[config.mk]
export PLATFORM = sky130hd
export DESIGN_NAME = bus_arbiter
export DESIGN_NICKNAME = d
export VERILOG_FILES = /design/src/rtl/bus_arbiter.sv
export SDC_FILE = /design/constraint.sdc
export NUM_CORES = 1
export LEC_CHECK = 0
export CORE_ASPECT_RATIO = 0.6
export CORE_MARGIN = 2
export CORE_UTILIZATION = 53
export CTS_BUF_LIST = sky130_fd_sc_hd__clkbuf_4 sky130_fd_sc_hd__clkbuf_8
export DETAILED_ROUTE_END_ITERATION = 10
export MAX_ROUTING_LAYER = met4
export PLACE_DENSITY = 0.87
export SLEW_MARGIN = 20
export SYNTH_ARGS = -nofsm -noshare
export SYNTH_HDL_FRONTEND = slang
export SYNTH_SLANG_ARGS = --single-unit
[constraint.sdc]
create_clock -name clock -period 2.9 [get_ports clock]
set_input_delay 0.58 -clock clock [delete_from_list [all_inputs] [get_ports clock]]
set_output_delay 0.58 -clock clock [all_outputs]
set_load 0.03 [all_outputs]
[src/rtl/bus_arbiter.sv]
// bus_arbiter
//   Four-requester round-robin arbiter that drives a one-hot bus-mux select
//   and a one-hot destination load strobe for each granted transfer.
//   Every transfer is IDLE sample -> DRIVE (DRIVE_CYCLES cycles) -> DONE.
//
// Parameters
//   DRIVE_CYCLES : cycles bus_sel is held per transfer (1..15)
//
// Ports
//   clock              : rising-edge system clock
//   clear              : synchronous active-high reset
//   req[3:0]           : level request, bit i = requester i
//   src0..src3[4:0]    : source bus index per requester (0..23 legal)
//   dst0..dst3[4:0]    : destination register index per requester (0..23 legal)
//   gnt[3:0]           : one-hot grant, held through DRIVE and DONE
//   bus_sel[23:0]      : one-hot bus input select during DRIVE
//   reg_in[23:0]       : one-hot load strobe in the last DRIVE cycle
//   done               : one-cycle completion pulse (DONE state)
//   err                : one-cycle illegal-index pulse, coincident with done
//   busy               : high whenever not IDLE
//
// Build option
//   BUS_ARB_ERRCHK_EN : when defined, an illegal src or dst latched at grant
//                       blanks bus_sel/reg_in for the transfer and raises err
//                       with done. When undefined, err stays 0 and each index
//                       decodes independently (out-of-range decodes to zero).
module bus_arbiter #(
  parameter int unsigned DRIVE_CYCLES = 1
) (
  input  logic        clock,
  input  logic        clear,
  input  logic [3:0]  req,
  input  logic [4:0]  src0,
  input  logic [4:0]  src1,
  input  logic [4:0]  src2,
  input  logic [4:0]  src3,
  input  logic [4:0]  dst0,
  input  logic [4:0]  dst1,
  input  logic [4:0]  dst2,
  input  logic [4:0]  dst3,
  output logic [3:0]  gnt,
  output logic [23:0] bus_sel,
  output logic [23:0] reg_in,
  output logic        done,
  output logic        err,
  output logic        busy
);

  localparam logic [3:0] CNT_LOAD = 4'(DRIVE_CYCLES - 1);

  typedef enum logic [1:0] {
    ST_IDLE,
    ST_DRIVE,
    ST_DONE
  } state_e;

  function automatic logic [23:0] onehot24(input logic [4:0] idx);
    return (idx < 5'd24) ? (24'd1 << idx) : '0;
  endfunction

  state_e      state_q, state_d;
  logic [1:0]  ptr_q, ptr_d;
  logic [3:0]  cnt_q, cnt_d;
  logic [4:0]  src_q, src_d;
  logic [4:0]  dst_q, dst_d;
  logic [3:0]  gnt_q, gnt_d;
  logic [23:0] bus_sel_q, bus_sel_d;
  logic [23:0] reg_in_q, reg_in_d;
  logic        done_q, done_d;
  logic        err_q, err_d;
  logic        busy_q, busy_d;
`ifdef BUS_ARB_ERRCHK_EN
  logic        bad_q, bad_d;
`endif

  logic [4:0]  src_arr [4];
  logic [4:0]  dst_arr [4];
  logic [1:0]  win;
  logic        win_found;

  always_comb begin
    src_arr[0] = src0;
    src_arr[1] = src1;
    src_arr[2] = src2;
    src_arr[3] = src3;
    dst_arr[0] = dst0;
    dst_arr[1] = dst1;
    dst_arr[2] = dst2;
    dst_arr[3] = dst3;
  end

  // Round-robin search starting one past the last winner; offset 4 wraps
  // back to ptr itself so the previous winner is considered last.
  always_comb begin
    win       = ptr_q;
    win_found = 1'b0;
    for (int unsigned k = 1; k <= 4; k++) begin
      if (!win_found && req[ptr_q + k[1:0]]) begin
        win       = ptr_q + k[1:0];
        win_found = 1'b1;
      end
    end
  end

  // State register
  always_ff @(posedge clock) begin
    if (clear) begin
      state_q   <= ST_IDLE;
      ptr_q     <= 2'd3;
      cnt_q     <= '0;
      src_q     <= '0;
      dst_q     <= '0;
      gnt_q     <= '0;
      bus_sel_q <= '0;
      reg_in_q  <= '0;
      done_q    <= 1'b0;
      err_q     <= 1'b0;
      busy_q    <= 1'b0;
`ifdef BUS_ARB_ERRCHK_EN
      bad_q     <= 1'b0;
`endif
    end else begin
      state_q   <= state_d;
      ptr_q     <= ptr_d;
      cnt_q     <= cnt_d;
      src_q     <= src_d;
      dst_q     <= dst_d;
      gnt_q     <= gnt_d;
      bus_sel_q <= bus_sel_d;
      reg_in_q  <= reg_in_d;
      done_q    <= done_d;
      err_q     <= err_d;
      busy_q    <= busy_d;
`ifdef BUS_ARB_ERRCHK_EN
      bad_q     <= bad_d;
`endif
    end
  end

  // Next-state logic
  always_comb begin
    state_d = state_q;
    case (state_q)
      ST_IDLE:  if (win_found) state_d = ST_DRIVE;
      ST_DRIVE: if (cnt_q == '0) state_d = ST_DONE;
      ST_DONE:  state_d = ST_IDLE;
      default:  state_d = ST_IDLE;
    endcase
  end

  // Output / datapath logic. Outputs are registered, so each branch computes
  // the value the outputs take in the state being entered.
  always_comb begin
    ptr_d     = ptr_q;
    cnt_d     = cnt_q;
    src_d     = src_q;
    dst_d     = dst_q;
    gnt_d     = gnt_q;
    bus_sel_d = '0;
    reg_in_d  = '0;
    done_d    = 1'b0;
    err_d     = 1'b0;
`ifdef BUS_ARB_ERRCHK_EN
    bad_d     = bad_q;
`endif
    case (state_q)
      ST_IDLE: begin
        gnt_d = '0;
        if (win_found) begin
          ptr_d     = win;
          src_d     = src_arr[win];
          dst_d     = dst_arr[win];
          cnt_d     = CNT_LOAD;
          gnt_d     = 4'd1 << win;
          bus_sel_d = onehot24(src_arr[win]);
          if (CNT_LOAD == '0) reg_in_d = onehot24(dst_arr[win]);
`ifdef BUS_ARB_ERRCHK_EN
          bad_d = (src_arr[win] > 5'd23) || (dst_arr[win] > 5'd23);
          if (bad_d) begin
            bus_sel_d = '0;
            reg_in_d  = '0;
          end
`endif
        end
      end
      ST_DRIVE: begin
        if (cnt_q != '0) begin
          cnt_d     = cnt_q - 4'd1;
          bus_sel_d = onehot24(src_q);
          if (cnt_q == 4'd1) reg_in_d = onehot24(dst_q);
`ifdef BUS_ARB_ERRCHK_EN
          if (bad_q) begin
            bus_sel_d = '0;
            reg_in_d  = '0;
          end
`endif
        end else begin
          done_d = 1'b1;
`ifdef BUS_ARB_ERRCHK_EN
          err_d  = bad_q;
`endif
        end
      end
      ST_DONE: begin
        gnt_d = '0;
      end
      default: begin
        gnt_d = '0;
        cnt_d = '0;
      end
    endcase
    busy_d = (state_d != ST_IDLE);
  end

  assign gnt     = gnt_q;
  assign bus_sel = bus_sel_q;
  assign reg_in  = reg_in_q;
  assign done    = done_q;
  assign err     = err_q;
  assign busy    = busy_q;

endmodule

==> results.json, run 1 <==
{
  "grt.total_usage_pct": 32.85,
  "post-dp-hpwl_um": 8813,
  "final_cell_mix": "clkdlybuf4s50_1, dfxtp_1, nand2_1",
  "pre_cts_ws_ns": 0.00008571,
  "fin_ws_ns": 0.3120,
  "clk_path_buf_depth": 2,
  "hp-class": "reg -> reg",
  "synthesis.nets": 478,
  "portBuffers": 99,
  "post_cts_buffers": 0,
  "remaining_drc_errors": 0,
  "grt_pass1_wl_um": 17860,
  "ir_drop_mv": 0.5948,
  "cts_max_level": 3,
  "yosysSeqAreaShare_pct": 40.36,
  "worst-path-max-fanout": 43,
  "drt-total-wl_um": 11580,
  "insertion_delay_ns": 0.36,
  "synth_edf_count": 0,
  "drv_slew": 0,
  "gp_congestion": 0.9826,
  "ant_nets": 0,
  "overflow": 0,
  "drive_above_1_share_pct": 9.259,
  "worst_pin_slew_ns": 0.7195,
  "end_kind": "register",
  "fillers": 497,
  "tns_ns": 0,
  "wl_per_cell_um": 18.47,
  "slowest_stage": "o32ai_2",
  "initial_core_util_pct": 54.19,
  "synth.distinct_cells": 54,
  "max_freq_mhz": 386.4,
  "async_flop_share_pct": 0,
  "die_h_um": 67.58,
  "fp-row-count": 23,
  "status": "completed",
  "vias": 3921,
  "cp-start-kind": "input pin",
  "crit_chain": "clkdlybuf4s50_1, nor2b_1, o21bai_2, and3_1, buf_12, nor3b_1, o32ai_2, o22ai_1",
  "synth_warnings": 0,
  "rsz0062_at_grt": "no",
  "drtIter0Drc": 513,
  "dieArea_um2": 7432,
  "crit_required_ns": 3.11,
  "holdBufCountCts": 0,
  "finalPower_mw": 4.194,
  "hold_violations": 0,
  "cts_num_sinks": 72,
  "via_per_inst": 6.254,
  "syn-cell-area_um2": 3571,
  "p_per_area_nw_per_um2": 854.0,
  "slew_headroom_pct": 51.59,
  "cts_resized": 0,
  "placed_area_um2": 4711,
  "syn_inst": 429,
  "layout-area-overhead-vs-synth_pct": 37.53,
  "core_um2": 6590,
  "synth_ff_type": "dfxtp_1",
  "grt_antenna_before_repair": 0,
  "clk_pin_slew_ns": 0.08,
  "cp_slowest_stage_delay_ns": 0.58,
  "maxCapViolations": 0,
  "clockRootBuffer": "clkbuf_8",
  "hold_depth": 2,
  "drtPass1Iterations": 7,
  "cts_buffers": 9,
  "worstRegToRegCells": 7,
  "total_leakage_power_nw": 1.759,
  "syn_avg_cell_area_um2": 8.324,
  "setup-violations-final": 0,
  "die_w_um": 110.0,
  "skew_ns": 0.009935,
  "final.min_clock_period_ns": 2.588,
  "layout.cells.most_common": "clkdlybuf4s50_1",
  "grt_max_degree": 45,
  "io_pins": 101,
  "finalCritPeriodShare_pct": 89.24,
  "n_antenna_cell": 0,
  "fin_area_um2": 4911,
  "nets": 584,
  "grt_pass1_vias": 3483,
  "worstSetupPathType": "in -> reg",
  "worstPathArrival_ns": 2.80,
  "ys_ff_latch": 72,
  "cts_tree": "yes"
}
-- sequential cells by signal (all words and copies together), names as in the netlist --
name	count
reg_in	24
busy	1
cnt_q	4
src_q	5
gnt	4
dst_q	5
state_q	2
ptr_q	2
bus_sel	24
done	1
-- per-stage QoR --
step	std cells	hold slack [ns]	utilization, %
2_1_floorplan	429	0.4383	-
3_3_place_gp	611	0.4410	71.48
3_5_place_dp	611	0.4449	71.48
4_1_cts	627	0.4625	74.52
5_1_grt	627	0.5050	74.52
6_report	627	0.4548	74.52
-- power by group --
group | switching (mW) | internal, mW | total, mW
combinational | 1.28 | 0.805 | 2.08
clock | 0.395 | 0.411 | 0.806
sequential | 0.137 | 1.17 | 1.31
total | 1.81 | 2.38 | 4.19
-- cell usage after synthesis (all sizes together), types with 3 or more instances --
cell type  number  area share [%]
dfxtp          72              40
nand2          68             7.1
o22ai          48             8.4
nand3          31             4.5
buf            20             3.5
nor2           20             2.2
a21oi          16             2.2
o21ai          16             2.2
nor3b          13             2.7
nand2b         12             2.1
nor3           12             1.8
nand3b         11             2.3
mux2i           7             2.0
nor2b           6             1.1
a22o            5             1.2
a31oi           5            0.88
clkbuf          5            0.53
inv             5            0.53
o32ai           5             2.3
nand4b          4            0.98
o211ai          4            0.84
o31ai           4            0.84
and3            3            0.53
ha              3             1.1
nor4            3            0.53
nor4b           3            0.74
-- cell type report --
type,count,area (um^2),area share (%)
repair buffers,120,1174,23.90
clock inverters,6,68.82,1.401
inverters,5,18.77,0.3822
multi-input cells,327,1968,40.08
flip-flops and latches,72,1441,29.35
clock buffers,10,131.4,2.675
well taps,87,108.9,2.217
-- logic make-up after synthesis --
group	count (synthesis)	synth area share, %
compound gates	122	23.86
fa+ha+maj	3	1.051
buf+inv	30	4.520
flops	72	40.36
mux	7	1.962
other cells	1	0.1050
simple gates	194	28.14
-- final timing paths --
| path | from | endpoint | slack [ns] |
|---|---|---|---|
| worst min register to register | gnt[3]$_SDFFE_PP0N_ | gnt[3]$_SDFFE_PP0N_ | 0.45 |
| worst max-delay path | req[1] | bus_sel[22]$_SDFF_PP0_ | 0.31 |
| worst max register to register | ptr_q[0]$_SDFFE_PP1P_ | bus_sel[22]$_SDFF_PP0_ | 0.69 |
| worst min-delay path | gnt[3]$_SDFFE_PP0N_ | gnt[3]$_SDFFE_PP0N_ | 0.45 |
-- per-layer routing --
metal  part of all wire [%]  global-route usage (%)
met4                   0.79                   7.278
met1                     46                   48.62
met5                      0                       -
met2                     41                   44.79
met3                     12                   7.529
-- critical path: cells and delay by family --
kind	cells	cell delay, ns
buf+inv	2	0.69
compound gates	3	0.98
simple gates	3	0.53
Power figures use the tool's default switching activity.
==> run 2: changes to the inputs <==
--- a/config.mk
+++ b/config.mk
@@ -16,3 +16,4 @@
 export SYNTH_ARGS = -nofsm -noshare
 export SYNTH_HDL_FRONTEND = slang
 export SYNTH_SLANG_ARGS = --single-unit
+export TNS_END_PERCENT = 10
==> results of run 2 <==
The final DEF is identical to that of run 1; final timing and power are the same.
==> run 3: changes to the inputs <==
--- a/config.mk
+++ b/config.mk
@@ -11,7 +11,7 @@
 export CTS_BUF_LIST = sky130_fd_sc_hd__clkbuf_4 sky130_fd_sc_hd__clkbuf_8
 export DETAILED_ROUTE_END_ITERATION = 10
 export MAX_ROUTING_LAYER = met4
-export PLACE_DENSITY = 0.87
+export PLACE_DENSITY_LB_ADDON = 0.15
 export SLEW_MARGIN = 20
 export SYNTH_ARGS = -nofsm -noshare
 export SYNTH_HDL_FRONTEND = slang
==> run 3 against run 2 <==
Flip-flop and latch count stayed put. Worst hold slack better by 0.014 ns. Register-to-register slack worse by 0.02 ns. Global-route usage is 1.5 points lower. Wire length is 2.9% lower. Utilization is 0.38 points lower. Count of clock-buffer cells in the layout stayed put. Sequential share of layout area is 0.15 points higher. Cell area is 0.51% lower. Non-clock buffer count is 4 lower. Combinational power is 3% lower. Final cell count is 0.64% lower. Critical path type unchanged. Largest cell class unchanged. Highest routed layer unchanged.
==> results.json, run 3 (synthesis gave the netlist of run 1 again) <==
{
  "drtIter0Drc": 362,
  "crit_family": "simple AND/OR/NAND/NOR gates",
  "grt_pass1_vias": 3512,
  "layout-area-overhead-vs-synth_pct": 36.83,
  "cp_num_buf_inv": 1,
  "holdBufCountCts": 0,
  "skew_ns": 0.01090,
  "max_freq_mhz": 389.4,
  "worst_pin_slew_ns": 0.7504,
  "fp-row-count": 23,
  "worstSetupPathType": "in -> reg",
  "ir_drop_mv": 0.3552,
  "slew_headroom_pct": 49.51,
  "portBuffers": 99,
  "finalPower_mw": 4.144,
  "worstPathArrival_ns": 2.77,
  "grt_pass1_wl_um": 17260,
  "setup-violations-final": 0,
  "cts_max_level": 3,
  "die_w_um": 110.0,
  "total_leakage_power_nw": 1.728,
  "io_pins": 101,
  "die_h_um": 67.58,
  "grt.total_usage_pct": 31.31,
  "vias": 3874,
  "clk_pin_slew_ns": 0.08,
  "end_kind": "register",
  "nets": 580,
  "grt_max_degree": 44,
  "crit_required_ns": 3.11,
  "crit_chain": "clkdlybuf4s50_1, nor4_1, nor4_1, nand3_1, a21oi_1, a22o_1, nand2_1, o22ai_1",
  "final_util_pct": 74.14,
  "cp_slowest_stage_delay_ns": 0.69,
  "maxCapViolations": 0,
  "p_per_area_nw_per_um2": 848.1,
  "drv_slew": 0,
  "hold_violations": 0,
  "core_um2": 6590,
  "dieArea_um2": 7432,
  "remaining_drc_errors": 0,
  "crit_top_cell": "nor4_1",
  "rsz0062_at_grt": "no",
  "worst-path-max-fanout": 5,
  "drt-total-wl_um": 11240,
  "clockRootBuffer": "clkbuf_8",
  "status": "completed",
  "initial_core_util_pct": 54.19,
  "hp-class": "reg -> reg",
  "final.min_clock_period_ns": 2.568,
  "n_antenna_cell": 0,
  "final_cell_mix": "clkdlybuf4s50_1, dfxtp_1, nand2_1",
  "ant_nets": 0,
  "post_cts_buffers": 0,
  "final_cells": 623,
  "insertion_delay_ns": 0.35,
  "cp-start-kind": "input pin",
  "drtPass1Iterations": 5,
  "via_per_inst": 6.218,
  "cts_num_sinks": 72,
  "gp_congestion": 0.9407,
  "slowest_stage": "nor4_1",
  "place_inst": 607,
  "cts_buffers": 9,
  "wl_per_cell_um": 18.04,
  "tns_ns": 0,
  "finalCritPeriodShare_pct": 88.55,
  "cts_resized": 0,
  "clk_path_buf_depth": 2,
  "overflow": 0,
  "drive_above_1_share_pct": 8.769,
  "grt_antenna_before_repair": 0,
  "layout.cells.most_common": "clkdlybuf4s50_1",
  "post-dp-hpwl_um": 8194,
  "cts_tree": "yes"
}
[run 3: cell types whose count changed in the layout (fill, tap and decap cells not counted)]
cell,delta
nor3_1,-1
nor3_2,+1
clkinvlp_4,+3
buf_4,-4
clkinv_2,-1
clkinv_4,-2
[run 3: power breakdown]
| group | total [mW] | leakage [nW] | internal, mW | switching [mW] |
|---|---|---|---|---|
| Combinational | 2.02 | 1.05 | 0.786 | 1.23 |
| Sequential | 1.31 | 0.586 | 1.17 | 0.145 |
| Clock | 0.813 | 0.0886 | 0.410 | 0.403 |
[run 3: per-layer routing]
metal / vias to the layer above / global-route usage, % / wire length [um]
li1: 1803 / - / -
met1: 1786 / 41.40 / 4782
met2: 261 / 47.16 / 4980
met3: 24 / 8.108 / 1271
met4: 0 / 9.494 / 207
met5: - / - / 0
[run 3: path summary, 6_finish.rpt]
path / cells after the start / from / end / slack [ns]
worst min-delay path: 2 / gnt[2]$_SDFFE_PP0N_ / gnt[2]$_SDFFE_PP0N_ / 0.47
worst max-delay path: 8 / req[1] / bus_sel[5]$_SDFF_PP0_ / 0.33
worst max register to register: 7 / ptr_q[0]$_SDFFE_PP1P_ / reg_in[22]$_SDFF_PP0_ / 0.67
worst min register to register: 2 / gnt[2]$_SDFFE_PP0N_ / gnt[2]$_SDFFE_PP0N_ / 0.47
[run 3: cell type report]
| cell class | instances | area (um^2) |
|---|---|---|
| clock inverter | 6 | 68.82 |
| fill | 508 | 1704 |
| tap | 87 | 108.9 |
| clock buffer | 10 | 131.4 |
| multi-input combinational | 327 | 1973 |
| sequential | 72 | 1441 |
| inverter | 5 | 18.77 |
| timing repair buffer | 116 | 1144 |
[run 3: worst register-to-register path: cells and delay by family (launching register included)]
family,cells,cell delay [ns]
buffers and inverters,1,0.29
flip-flops,1,0.42
AND/OR/NAND/NOR,3,0.71
AO/OA/AOI/OAI,3,0.72
[run 3: per-stage QoR]
stage / hold WS, ns / instance area [um^2] / setup slack (ns)
after detailed placement: 0.4567 / 4681 / 0.03318
after global placement: 0.4403 / 4681 / 0.03827
after global routing: 0.4928 / 4886 / 0.1891
after floorplan: 0.4383 / 3571 / 0.8742
after CTS: 0.4759 / 4881 / 0.4014
final: 0.4692 / 4886 / 0.3322
